## src/rtl/hazard_pkg.sv

```systemverilog
// ----------------------------------------------------------------------------
// hazard_pkg
// Shared types and constants for the pipeline stall/flush scheduler.
//   REG_IDX_W  : width of a register-file index
//   HazState_t : scheduler state (RUN, MDU_WAIT, DC_WAIT)
//   PipeCtrl_t : PC write enable plus per-stage stall/flush bundle
// ----------------------------------------------------------------------------
package hazard_pkg;

   localparam int unsigned REG_IDX_W = 5;

   typedef enum logic [1:0] {
      RUN,
      MDU_WAIT,
      DC_WAIT
   } HazState_t;

   typedef struct packed {
      logic pc_wr;
      logic if_id_stall;
      logic id_exe_stall;
      logic exe_mem_stall;
      logic mem_wb_stall;
      logic if_id_flush;
      logic id_exe_flush;
      logic exe_mem_flush;
   } PipeCtrl_t;

endpackage

```

## src/rtl/load_use_detect.sv

```systemverilog
// ----------------------------------------------------------------------------
// load_use_detect
// Flags an ID-stage source operand that depends on a load the forwarding path
// cannot serve: a load in EXE (data not yet read) or a load in MEM (data only
// valid in WB). Register 0 never creates a dependency.
//   rs, rt, read_rs, read_rt        : ID operand indices and read enables
//   exe_dst, exe_rf_wr, exe_mem_read: EXE destination / write / load flags
//   mem_dst, mem_mem_read           : MEM destination / load flag
//   hazard                          : ID must wait one cycle
// ----------------------------------------------------------------------------
module load_use_detect
   import hazard_pkg::*;
(
   input  logic [REG_IDX_W-1:0] rs,
   input  logic [REG_IDX_W-1:0] rt,
   input  logic                 read_rs,
   input  logic                 read_rt,
   input  logic [REG_IDX_W-1:0] exe_dst,
   input  logic                 exe_rf_wr,
   input  logic                 exe_mem_read,
   input  logic [REG_IDX_W-1:0] mem_dst,
   input  logic                 mem_mem_read,
   output logic                 hazard
);

   logic exe_match;
   logic mem_match;
   logic exe_hit;
   logic mem_hit;

   assign exe_match = (read_rs && (rs == exe_dst)) || (read_rt && (rt == exe_dst));
   assign mem_match = (read_rs && (rs == mem_dst)) || (read_rt && (rt == mem_dst));

   assign exe_hit = exe_mem_read && exe_rf_wr && (exe_dst != '0) && exe_match;
   assign mem_hit = mem_mem_read && (mem_dst != '0) && mem_match;

   assign hazard = exe_hit || mem_hit;

endmodule

```

## src/rtl/hazard_stall_ctrl.sv

```systemverilog
// ----------------------------------------------------------------------------
// hazard_stall_ctrl
// Central stall/flush scheduler for the 5-stage pipeline. Priority each cycle:
// MEM exception > D-cache wait > MDU wait > load-use.
//   clk, resetn           : clock, asynchronous active-low reset
//   ID_*/EXE_*/MEM_*      : operand/destination info for hazard detection
//   EXE_MduStart, MDU_Done: multi-cycle mult/div handshake
//   DCache_Busy           : D-cache miss pending for the MEM instruction
//   MEM_Exception         : exception/eret committed in MEM
//   PC_Wr, *_Stall, *_Flush: pipeline register controls (0 during reset)
//   MDU_Cancel            : abort the in-flight MDU op
//   err_mdu_timeout       : registered one-cycle pulse after an MDU timeout
// Optional (macro HAZARD_PERF_CNT_EN): perf_clr input and saturating
// stall_cycles output counting cycles with PC_Wr low.
// ----------------------------------------------------------------------------
module hazard_stall_ctrl
   import hazard_pkg::*;
#(
   parameter int unsigned MDU_TIMEOUT = 64
`ifdef HAZARD_PERF_CNT_EN
   ,
   parameter int unsigned STALL_CNT_W = 32
`endif
) (
   input  logic                 clk,
   input  logic                 resetn,
   input  logic [REG_IDX_W-1:0] ID_rs,
   input  logic [REG_IDX_W-1:0] ID_rt,
   input  logic                 ID_ReadRs,
   input  logic                 ID_ReadRt,
   input  logic [REG_IDX_W-1:0] EXE_Dst,
   input  logic                 EXE_RFWr,
   input  logic                 EXE_MemRead,
   input  logic [REG_IDX_W-1:0] MEM_Dst,
   input  logic                 MEM_MemRead,
   input  logic                 EXE_MduStart,
   input  logic                 MDU_Done,
   input  logic                 DCache_Busy,
   input  logic                 MEM_Exception,
   output logic                 PC_Wr,
   output logic                 IF_ID_Stall,
   output logic                 ID_EXE_Stall,
   output logic                 EXE_MEM_Stall,
   output logic                 MEM_WB_Stall,
   output logic                 IF_ID_Flush,
   output logic                 ID_EXE_Flush,
   output logic                 EXE_MEM_Flush,
   output logic                 MDU_Cancel,
   output logic                 err_mdu_timeout
`ifdef HAZARD_PERF_CNT_EN
   ,
   input  logic                   perf_clr,
   output logic [STALL_CNT_W-1:0] stall_cycles
`endif
);

   localparam int unsigned CntW = $clog2(MDU_TIMEOUT + 1);
   localparam logic [CntW-1:0] CntLast = CntW'(MDU_TIMEOUT - 1);

   HazState_t       state_q, state_d;
   HazState_t       eff_state;
   logic [CntW-1:0] cnt_q, cnt_d;
   logic            ret_q, ret_d;     // miss interrupted an outstanding MDU op
   logic            err_q;
   logic            timeout_c;
   logic            cancel_c;
   logic            load_use;
   PipeCtrl_t       ctrl;

   load_use_detect u_load_use_detect (
      .rs           (ID_rs),
      .rt           (ID_rt),
      .read_rs      (ID_ReadRs),
      .read_rt      (ID_ReadRt),
      .exe_dst      (EXE_Dst),
      .exe_rf_wr    (EXE_RFWr),
      .exe_mem_read (EXE_MemRead),
      .mem_dst      (MEM_Dst),
      .mem_mem_read (MEM_MemRead),
      .hazard       (load_use)
   );

   always_comb begin
      // Once the miss clears, DC_WAIT already behaves as the state it returns
      // to, so the release cycle is not wasted.
      eff_state = state_q;
      if (state_q == DC_WAIT && !DCache_Busy) begin
         eff_state = ret_q ? MDU_WAIT : RUN;
      end

      ctrl      = '0;
      cancel_c  = 1'b0;
      timeout_c = 1'b0;
      state_d   = eff_state;
      cnt_d     = cnt_q;
      ret_d     = ret_q;

      if (MEM_Exception) begin
         ctrl.pc_wr         = 1'b1;
         ctrl.if_id_flush   = 1'b1;
         ctrl.id_exe_flush  = 1'b1;
         ctrl.exe_mem_flush = 1'b1;
         // An MDU op parked behind a miss is still in flight and must die too.
         cancel_c = (eff_state == MDU_WAIT) || (eff_state == DC_WAIT && ret_q) ||
                    EXE_MduStart;
         state_d  = RUN;
         cnt_d    = '0;
         ret_d    = 1'b0;
      end else if (DCache_Busy) begin
         ctrl.if_id_stall   = 1'b1;
         ctrl.id_exe_stall  = 1'b1;
         ctrl.exe_mem_stall = 1'b1;
         ctrl.mem_wb_stall  = 1'b1;
         state_d = DC_WAIT;
         if (eff_state == DC_WAIT) begin
            ret_d = ret_q && !MDU_Done;
         end else begin
            ret_d = (eff_state == MDU_WAIT) && !MDU_Done;
         end
      end else if (eff_state == MDU_WAIT) begin
         // MEM_WB keeps moving so the instruction ahead of the MDU op retires.
         ctrl.if_id_stall   = 1'b1;
         ctrl.id_exe_stall  = 1'b1;
         ctrl.exe_mem_stall = 1'b1;
         ret_d = 1'b0;
         if (MDU_Done) begin
            state_d = RUN;
            cnt_d   = '0;
         end else if (cnt_q == CntLast) begin
            timeout_c = 1'b1;
            cancel_c  = 1'b1;
            state_d   = RUN;
            cnt_d     = '0;
         end else begin
            state_d = MDU_WAIT;
            cnt_d   = cnt_q + CntW'(1);
         end
      end else begin
         ret_d = 1'b0;
         cnt_d = '0;
         if (load_use) begin
            ctrl.if_id_stall  = 1'b1;
            ctrl.id_exe_flush = 1'b1;
         end else begin
            ctrl.pc_wr = 1'b1;
         end
         state_d = EXE_MduStart ? MDU_WAIT : RUN;
      end
   end

   always_ff @(posedge clk or negedge resetn) begin
      if (!resetn) begin
         state_q <= RUN;
         cnt_q   <= '0;
         ret_q   <= 1'b0;
         err_q   <= 1'b0;
      end else begin
         state_q <= state_d;
         cnt_q   <= cnt_d;
         ret_q   <= ret_d;
         err_q   <= timeout_c;
      end
   end

   // Reset forces every control low immediately, independent of the clock.
   assign PC_Wr           = resetn & ctrl.pc_wr;
   assign IF_ID_Stall     = resetn & ctrl.if_id_stall;
   assign ID_EXE_Stall    = resetn & ctrl.id_exe_stall;
   assign EXE_MEM_Stall   = resetn & ctrl.exe_mem_stall;
   assign MEM_WB_Stall    = resetn & ctrl.mem_wb_stall;
   assign IF_ID_Flush     = resetn & ctrl.if_id_flush;
   assign ID_EXE_Flush    = resetn & ctrl.id_exe_flush;
   assign EXE_MEM_Flush   = resetn & ctrl.exe_mem_flush;
   assign MDU_Cancel      = resetn & cancel_c;
   assign err_mdu_timeout = err_q;

`ifdef HAZARD_PERF_CNT_EN
   logic [STALL_CNT_W-1:0] stall_cnt_q;

   always_ff @(posedge clk or negedge resetn) begin
      if (!resetn) begin
         stall_cnt_q <= '0;
      end else if (perf_clr) begin
         stall_cnt_q <= '0;
      end else if (!PC_Wr && (stall_cnt_q != '1)) begin
         stall_cnt_q <= stall_cnt_q + STALL_CNT_W'(1);
      end
   end

   assign stall_cycles = stall_cnt_q;
`endif

endmodule

```

## config.mk

```make
export PLATFORM = sky130hd
export DESIGN_NAME = hazard_stall_ctrl
export DESIGN_NICKNAME = d
export VERILOG_FILES = /design/src/rtl/hazard_pkg.sv /design/src/rtl/load_use_detect.sv /design/src/rtl/hazard_stall_ctrl.sv
export SDC_FILE = /design/constraint.sdc
export NUM_CORES = 1
export LEC_CHECK = 0
export CORE_AREA = 2 2 51 53
export CTS_CLUSTER_DIAMETER = 100
export DETAILED_ROUTE_END_ITERATION = 7
export DIE_AREA = 0 0 53 55
export PLACE_DENSITY = 0.82
export REMOVE_ABC_BUFFERS = 1
export SYNTH_ARGS = -nofsm -noshare
export SYNTH_HDL_FRONTEND = slang
export SYNTH_HIERARCHICAL = 1
export SYNTH_SLANG_ARGS = --single-unit
export TNS_END_PERCENT = 20
```

## constraint.sdc

```tcl
create_clock -name clk -period 2.1 [get_ports clk]
set_input_delay 0.42 -clock clk [delete_from_list [all_inputs] [get_ports clk]]
set_output_delay 0.42 -clock clk [all_outputs]
set_load 0.05 [all_outputs]
```

Word level (Yosys, flattened, before mapping)
Index checks and enable logic that the tools add are counted.
{ "word_totals": {"reg_bits": 11, "output_inout_bits": 10, "word_cells": 80} }
{ "op_classes": {"add_sub_neg": 1, "eq_ne": 9, "n_mux": 36, "bitwise_logic": 8, "reduce_logical": 22} }
{ "ops": {"columns": ["operator", "n"], "rows": [
  ["two-way mux 7 bit", 5],
  ["two-way mux 1 bit", 24],
  ["== test 5 bit", 4],
  ["logical AND 1 bit", 13],
  ["two-way mux 2 bit", 5],
  ["nonzero test 5 bit", 2],
  ["bitwise AND 1 bit", 8],
  ["adder 7 x 1 -> 7 bit, second input constant", 1],
  ["== test 7 x 6 -> 1 bit, second input constant", 1],
  ["logical OR 1 bit", 5],
  ["== test 2 bit, second input constant", 2],
  ["two-way mux 4 bit", 1],
  ["two-way mux 3 bit", 1],
  ["== test 2 x 1 -> 1 bit, second input constant", 1],
  ["zero test 1 bit", 2],
  ["inequality test 2 x 1 -> 1 bit, second input constant", 1]
]} }

Longest topological paths before layout
Gate-level depths: netlist (run 1).
{ "depth": {"depth_word": 10, "mapped_depth": 6, "ltp_nobuf": 6} }

Hierarchy
Netlist (run 1), hierarchy kept.
{ "modules_own_cells": {"columns": ["mod", "n_inst", "cells_per_inst", "area_per_inst_um2"], "rows": [
  ["hazard_stall_ctrl", 1, 69, 649.4],
  ["load_use_detect", 1, 33, 269.0]
]} }

Worst setup path before layout (run 1)
No wires, ideal clock.
{ "synth_path": {"path_type": "input port to output port", "from": "input port ID_rs[4]", "to": "output port IF_ID_Stall", "arrival_time_ns": 1.848, "slack_ns": -0.168, "stages": 6, "n_path_buf": 0, "cell_sequence": "xor2_1 > nor4_1 > a32oi_1 > o22ai_1 > nor3_1 > nor2_1"} }
{ "synth_via": {"elab_chain_cells": 10} }
{ "synth_rtl": {"columns": ["element", "line", "text"], "rows": [
  ["start: declaration", "hazard_stall_ctrl.sv:27", "input logic [REG_IDX_W-1:0] ID_rs,"],
  ["== test 5 bit, on equally long branches", "load_use_detect.sv:31, load_use_detect.sv:32", null],
  ["logical AND 1 bit, on equally long branches", "load_use_detect.sv:31, load_use_detect.sv:32", null],
  ["logical OR 1 bit, on equally long branches", "load_use_detect.sv:31, load_use_detect.sv:32", null],
  ["logical AND 1 bit, on equally long branches", "load_use_detect.sv:34, load_use_detect.sv:35", null],
  ["logical OR 1 bit *", "load_use_detect.sv:37", "assign hazard = exe_hit || mem_hit;"],
  ["net load_use", "hazard_stall_ctrl.sv:67", "logic load_use;"],
  ["two-way mux 1 bit *", "hazard_stall_ctrl.sv:141", "if (load_use) begin"],
  ["two-way mux 1 bit *", "hazard_stall_ctrl.sv:120", "end else if (eff_state == MDU_WAIT) begin"],
  ["two-way mux 3 bit *", "hazard_stall_ctrl.sv:109", "end else if (DCache_Busy) begin"],
  ["two-way mux 4 bit *", "hazard_stall_ctrl.sv:98", "if (MEM_Exception) begin"],
  ["bitwise AND 1 bit *", "hazard_stall_ctrl.sv:167", "assign IF_ID_Stall = resetn & ctrl.if_id_stall;"],
  ["end: declaration", "hazard_stall_ctrl.sv:41", "output logic IF_ID_Stall,"]
]} }
The timed path passes the listed nets; every way through them passes the cells marked *.

Worst setup path in the final report (run 1)
{ "layout_path": {"from": "input port DCache_Busy", "to": "output port MDU_Cancel"} }
{ "layout_via": {"elab_chain_cells": 9} }
{ "layout_rtl": {"columns": ["element", "line", "text"], "rows": [
  ["start: declaration", "hazard_stall_ctrl.sv:38", "input logic DCache_Busy,"],
  ["zero test 1 bit", "hazard_stall_ctrl.sv:87", "if (state_q == DC_WAIT && !DCache_Busy) begin"],
  ["logical AND 1 bit", "hazard_stall_ctrl.sv:87", null],
  ["two-way mux 2 bit", "hazard_stall_ctrl.sv:87", null],
  ["== test 2 bit", "hazard_stall_ctrl.sv:104", "cancel_c = (eff_state == MDU_WAIT) || (eff_state == DC_WAIT && ret_q) ||"],
  ["logical AND 1 bit", "hazard_stall_ctrl.sv:104", null],
  ["logical OR 1 bit (2 in a row)", "hazard_stall_ctrl.sv:104", null],
  ["two-way mux 1 bit *", "hazard_stall_ctrl.sv:98", null],
  ["bitwise AND 1 bit *", "hazard_stall_ctrl.sv:174", "assign MDU_Cancel = resetn & cancel_c;"],
  ["end: declaration", "hazard_stall_ctrl.sv:48", "output logic MDU_Cancel,"]
]} }
Every way passes the cells marked *; elsewhere a longest branch is shown, timed or not.

==> results of run 1 <==
-- per-stage QoR --
stage	setup TNS [ps]	instance area, sq um	hold slack, ps
floorplan	-967.7	895.9	124.4
global placement	-1849	1546	531.1
detailed placement	-1975	1546	535.3
finish	-564.5	1598	389.7
global route	-996.3	1598	395.4
CTS	-728.8	1579	373.9
-- flip-flops by register name, indices dropped and copies added, names as in the netlist --
register         flops
state_q              2
cnt_q                7
ret_q                1
err_mdu_timeout      1
-- synthesized netlist by cell type --
master,count
xor2_1,16
dfrtp_1,11
xnor2_1,7
a21oi_1,6
nand2_1,6
nor2_1,6
nor3_1,6
and2_1,5
nor4_1,4
o21a_1,4
a32oi_1,3
nor3b_1,3
buf_4,2
clkbuf_1,2
nand2b_1,2
nand3_1,2
nor2b_1,2
or4_1,2
a21oi_2,1
ha_1,1
nand3_2,1
nand3b_1,1
nand4b_1,1
nand4bb_1,1
nor4b_4,1
o211ai_2,1
o21ai_0,1
o21ai_1,1
o22ai_1,1
or2_2,1
or3_4,1
-- cell type report --
| class | count | area, sq um |
|---|---|---|
| clock buffers | 4 | 26.28 |
| repair buffers | 63 | 586.8 |
| fillers | 195 | 767.0 |
| multi-input cells | 87 | 671.9 |
| well taps | 30 | 37.54 |
| flip-flops and latches | 11 | 275.3 |
-- report_power, final --
part / leakage [nW] / internal [mW] / switching (mW)
Clock: 0.0150 / 0.0737 / 0.0698
Sequential: 0.152 / 0.214 / 0.00232
Combinational: 0.512 / 0.121 / 0.116
Total: 0.679 / 0.409 / 0.188
-- timing repair --
item,4_1_cts,5_1_grt
hold buffers,0,0
setup buffers,5,0
endpoints found under the setup margin,4,5
pin swaps,20,10
gates resized for setup,78,11
-- logic make-up after synthesis --
group / synth area share, %
DFF: 29.97
and+or+nand+nor: 30.79
adders and majority gates: 1.362
AOI/OAI and AO/OA: 13.49
buffers and inverters: 2.452
xor gates and xnor gates: 21.93
-- critical path, delay by kind of cell --
kind,cells,cell delay (ps)
AOI/OAI and AO/OA,2,370
and+or+nand+nor,2,480
buffers and inverters,2,590
-- worst max-delay path by stage --
stage,cells after the start,startpoint,to
2_1_floorplan,4,state_q[1],EXE_MEM_Stall
3_3_place_gp,7,MEM_Dst[1],PC_Wr
3_5_place_dp,7,MEM_Dst[1],PC_Wr
4_1_cts,9,MEM_Dst[2],ID_EXE_Flush
5_1_grt,6,cnt_q[1],MDU_Cancel
6_report,6,DCache_Busy,MDU_Cancel
-- metal layers --
layer  track usage, %  share of wire [%]  up-vias
met2            43.33                 54       49
met5                0                  0        -
li1                 -                  -      492
met1            20.03                 36      469
met3            3.495                8.4        4
met4            9.402                1.3        0
==> results_dict.tcl, run 1 <==
set metrics [dict create \
    status "finished, violations left" \
    violations "setup timing" \
    synth_area_sq_um 918.4 \
    ys_seq_area_share_pct 29.97 \
    period_needed_ps 2290 \
    worst_pin_slew_ps 496.5 \
    reg2reg_slack_ps 520 \
    remaining_drc_errors 0 \
    netlist_instances 102 \
    cts.sinks 11 \
    cts_root_buf "clkbuf_4" \
    required_ps 1680 \
    drt_iter0_drc 16 \
    drv_slew 0 \
    cts_tree "built" \
    ys_types 31 \
    area_growth_pct 73.98 \
    worstPathArrival_ps 1870 \
    drive_above_1_share_pct 41.21 \
    cap_violations 0 \
    total_power_mw 0.5970 \
    layout.cells.non_filler 195 \
    clk_latency_ps 270 \
    hp-class "in -> async" \
    powerDensity_nw_per_um2 373.6 \
    wl_per_cell_um 15.24 \
    core_sq_um 2365 \
    worst-setup-path-type "in -> out" \
    fin_util_pct 67.57 \
    timing.final.ws_setup_ps -190.0 \
    final_cell_mix "buf_4 (22), xor2_1 (16), buf_2 (13), dfrtp_1 (11), clkdlybuf4s50_1 (11)" \
    skew_ps 1.179 \
    nNetsFinal 198 \
    die_area_sq_um 2915 \
    grt_max_degree 15 \
    h-tree-depth 1 \
    post-dp-hpwl_mm 2.311 \
    yosys-top-cells-area "dfrtp_1 (30%), xor2_1 (15%), xnor2_1 (6.7%)" \
    hold_viol 0 \
    synth_top_area_cell "dfrtp_1" \
    antenna_found_initial 0 \
    max_clock_freq_mhz 436.7 \
    pre_cts_ws_ps -616.1 \
    grt_pass1_wl_mm 4.381 \
    cp_slowest_cell "clkdlybuf4s50_1" \
    fp.dieW_um 53 \
    routed_via_density 5.200 \
    antenna_left 0 \
    grt_remaining_overflow 0 \
    setup_viol_count_final 5 \
    leakage_nw 0.6790 \
    dp_cells 186 \
    post_synth.cell_area_avg_sq_um 9.004 \
    first_global_vias 1028 \
    initial_core_util_pct 38.84 \
    synth-seq-cells 11 \
    min_period_over_period_pct 109.0 \
    max-vdd-ir-drop_v 0.0004135 \
    io_buffers 40 \
    cp_slowest_stage_delay_ps 450 \
    r2r-start "cnt_q[0]" \
    cp-end-kind "output port" \
    path_max_fanout 2 \
    numCtsBuffers 3 \
    synth_top_cell_area_share_pct 29.97 \
    track_usage_pct 20.94 \
    antennaDiodeCount 0 \
    num_rows 18 \
    yosys_warnings 6 \
    critPathLaunchType "input pin" \
    rsz0062_at_grt "true" \
    drt_pass1_iterations 4 \
    pin_count 41 \
    rr_worst_depth 6 \
    worstPathCellList "clkdlybuf4s50_1, nand4bb_4, a21oi_2, nor4b_4, o21a_1, buf_12" \
    r2r_end "cnt_q[5]" \
    wl_mm 2.971 \
    final_common_cell "buf_4" \
    vias 1014 \
    cts.path.max_buffers 2 \
    gp_congestion 0.7833 \
    cts.clk_slew.worst_paths_ps 70 \
    relSlewSlack_pct 66.80 \
    die_h_um 55 \
]
(Power assumes the default switching activity.)
==> inputs of run 2 (changes only) <==
Settings changed: PLACE_DENSITY 0.82 to not set, PLACE_DENSITY_LB_ADDON set to 0.12.
==> run 2 against run 1 <==
  * Worst setup slack got worse by 63 ps
  * Sequential power barely moved
  * Worst hold slack improved by 75 ps
  * Critical path type unchanged
  * Cell count fell by 1.0%
  * The flow still finishes with violations (setup timing)
  * Highest routed layer unchanged
  * Clock power rose by 6%
  * Core utilization rose by 1.6 points
  * Sequential cell count did not move
  * Clock skew barely moved
  * Fmax fell by 2.7%
  * Global-route usage rose by 0.24 points
  * Cell area rose by 2.4%
  * Wire length fell by 9.1%
==> results_dict.tcl, run 2 (synthesis gave the netlist of run 1 again) <==
set metrics [dict create \
    nNetsFinal 196 \
    timing.final.ws_setup_ps -252.9 \
    die_area_sq_um 2915 \
    powerDensity_nw_per_um2 377.1 \
    postCtsHoldBufs 0 \
    status "finished, violations left" \
    wl_met3_um 175 \
    numCtsBuffers 3 \
    cp-end-kind "output port" \
    wl_per_cell_um 14.00 \
    antenna_found_initial 0 \
    largest-register "cnt_q" \
    grt_max_degree 18 \
    period_needed_ps 2353 \
    drt_iter0_drc 13 \
    violations "setup timing" \
    antenna_left 0 \
    max-vdd-ir-drop_v 0.0003801 \
    drive_above_1_share_pct 42.94 \
    final_cell_mix "buf_4 (18), xor2_1 (15), dfrtp_1 (11), clkdlybuf4s50_1 (10), buf_2 (10)" \
    dp_cells 186 \
    skew_ps 1.157 \
    drv_slew 0 \
    die_h_um 55 \
    hp-class "in -> async" \
    first_global_vias 989 \
    wl_mm 2.702 \
    io_buffers 40 \
    clk_latency_ps 270 \
    h-tree-depth 1 \
    max_clock_freq_mhz 425.0 \
    cts.clk_slew.worst_paths_ps 70 \
    worst-setup-path-type "in -> out" \
    critPathLaunchType "input pin" \
    cts_tree "built" \
    antennaDiodeCount 0 \
    leakage_nw 0.6934 \
    grt_remaining_overflow 0 \
    fp.dieW_um 53 \
    largest_register_ff_count 7 \
    drt_pass1_iterations 4 \
    required_ps 1680 \
    dr_wl_met2_mm 1.341 \
    reg_top3 "cnt_q x7, state_q x2" \
    path_max_fanout 2 \
    layout.cells.non_filler 193 \
    r2r-start "cnt_q[1]" \
    grt_pass1_wl_mm 4.478 \
    min_period_over_period_pct 112.0 \
    final_common_cell "buf_4" \
    vias 988 \
    fin_util_pct 69.21 \
    rr_worst_depth 6 \
    cts_root_buf "clkbuf_4" \
    pin_count 41 \
    cts.path.max_buffers 2 \
    routed_via_density 5.119 \
    remaining_drc_errors 0 \
    post-dp-hpwl_mm 2.147 \
    r2r_end "cnt_q[4]" \
    gp_congestion 0.8455 \
    core_sq_um 2365 \
    highest_layer "met4" \
    m1WireLength_mm 1.153 \
    setup_viol_count_final 5 \
    worstPathArrival_ps 1930 \
    cap_violations 0 \
    track_usage_pct 21.19 \
    relSlewSlack_pct 67.34 \
    cts.sinks 11 \
    reg2reg_slack_ps 490 \
    rsz0062_at_grt "true" \
    hold_viol 0 \
    num_rows 18 \
    initial_core_util_pct 38.84 \
    area_growth_pct 78.20 \
    worst_pin_slew_ps 488.4 \
]
## run 2: cell types whose count changed in the layout (fill, tap and decap cells not counted), moves of 2 or more
cell	previous run	this run
clkdlybuf4s15_1	2	0
buf_2	13	10
clkdlybuf4s15_2	0	2
buf_4	22	18
clkbuf_2	2	5
## run 2: repair_timing
item,4_1_cts,5_1_grt
gates cloned,0,0
pin swaps,17,14
setup endpoints to repair,4,7
resized for setup,81,16
buffers inserted,3,0
## run 2: worst max-delay path by stage
stage,from,slack (ps),endpoint
after floorplan,state_q[1],-300,EXE_MEM_Stall
after global placement,MEM_Dst[4],-600,ID_EXE_Flush
after detailed placement,EXE_Dst[3],-640,ID_EXE_Flush
after CTS,EXE_Dst[0],-250,PC_Wr
after global routing,EXE_Dst[0],-310,ID_EXE_Flush
final,ID_rs[0],-250,PC_Wr
## run 2: area by class of cell
type	count	area [sq um]
timing repair buffer	61	596.8
sequential	11	275.3
tap	30	37.54
fill	193	728.2
multi-input combinational	87	700.7
clock buffer	4	26.28
## run 2: per-stage QoR
step	hold slack, ps	TNS [ps]	worst slack [ps]	instance area (sq um)	total power, mW
after floorplan	124.4	-967.7	-299.9	895.9	0.3044
after global placement	533.3	-1918	-602.0	1559	0.4602
after detailed placement	539.7	-1982	-636.2	1559	0.4625
after CTS	459.6	-887.8	-248.1	1618	0.6178
after global routing	476.8	-1352	-308.4	1637	0.6492
final	464.4	-868.6	-252.9	1637	0.6172
## run 2: per-layer routing
| metal | vias up | track usage (%) |
|---|---|---|
| met1 | 466 | 29.19 |
| met5 | - | 0 |
| li1 | 486 | - |
| met4 | 0 | 7.692 |
| met2 | 32 | 33.75 |
| met3 | 4 | 3.226 |
## run 2: worst max-delay path, stage by stage
cell	delay [ps]
buf_2	110
xor2_1	160
nor4_1	330
a32oi_1	170
o22ai_2	200
buf_4	150
nor3_4	30
o21a_1	200
buf_12	150
## run 2: power breakdown
part | internal (mW) | switching [mW]
Combinational | 0.130 | 0.121
Clock | 0.0737 | 0.0776
Sequential | 0.214 | 0.00153
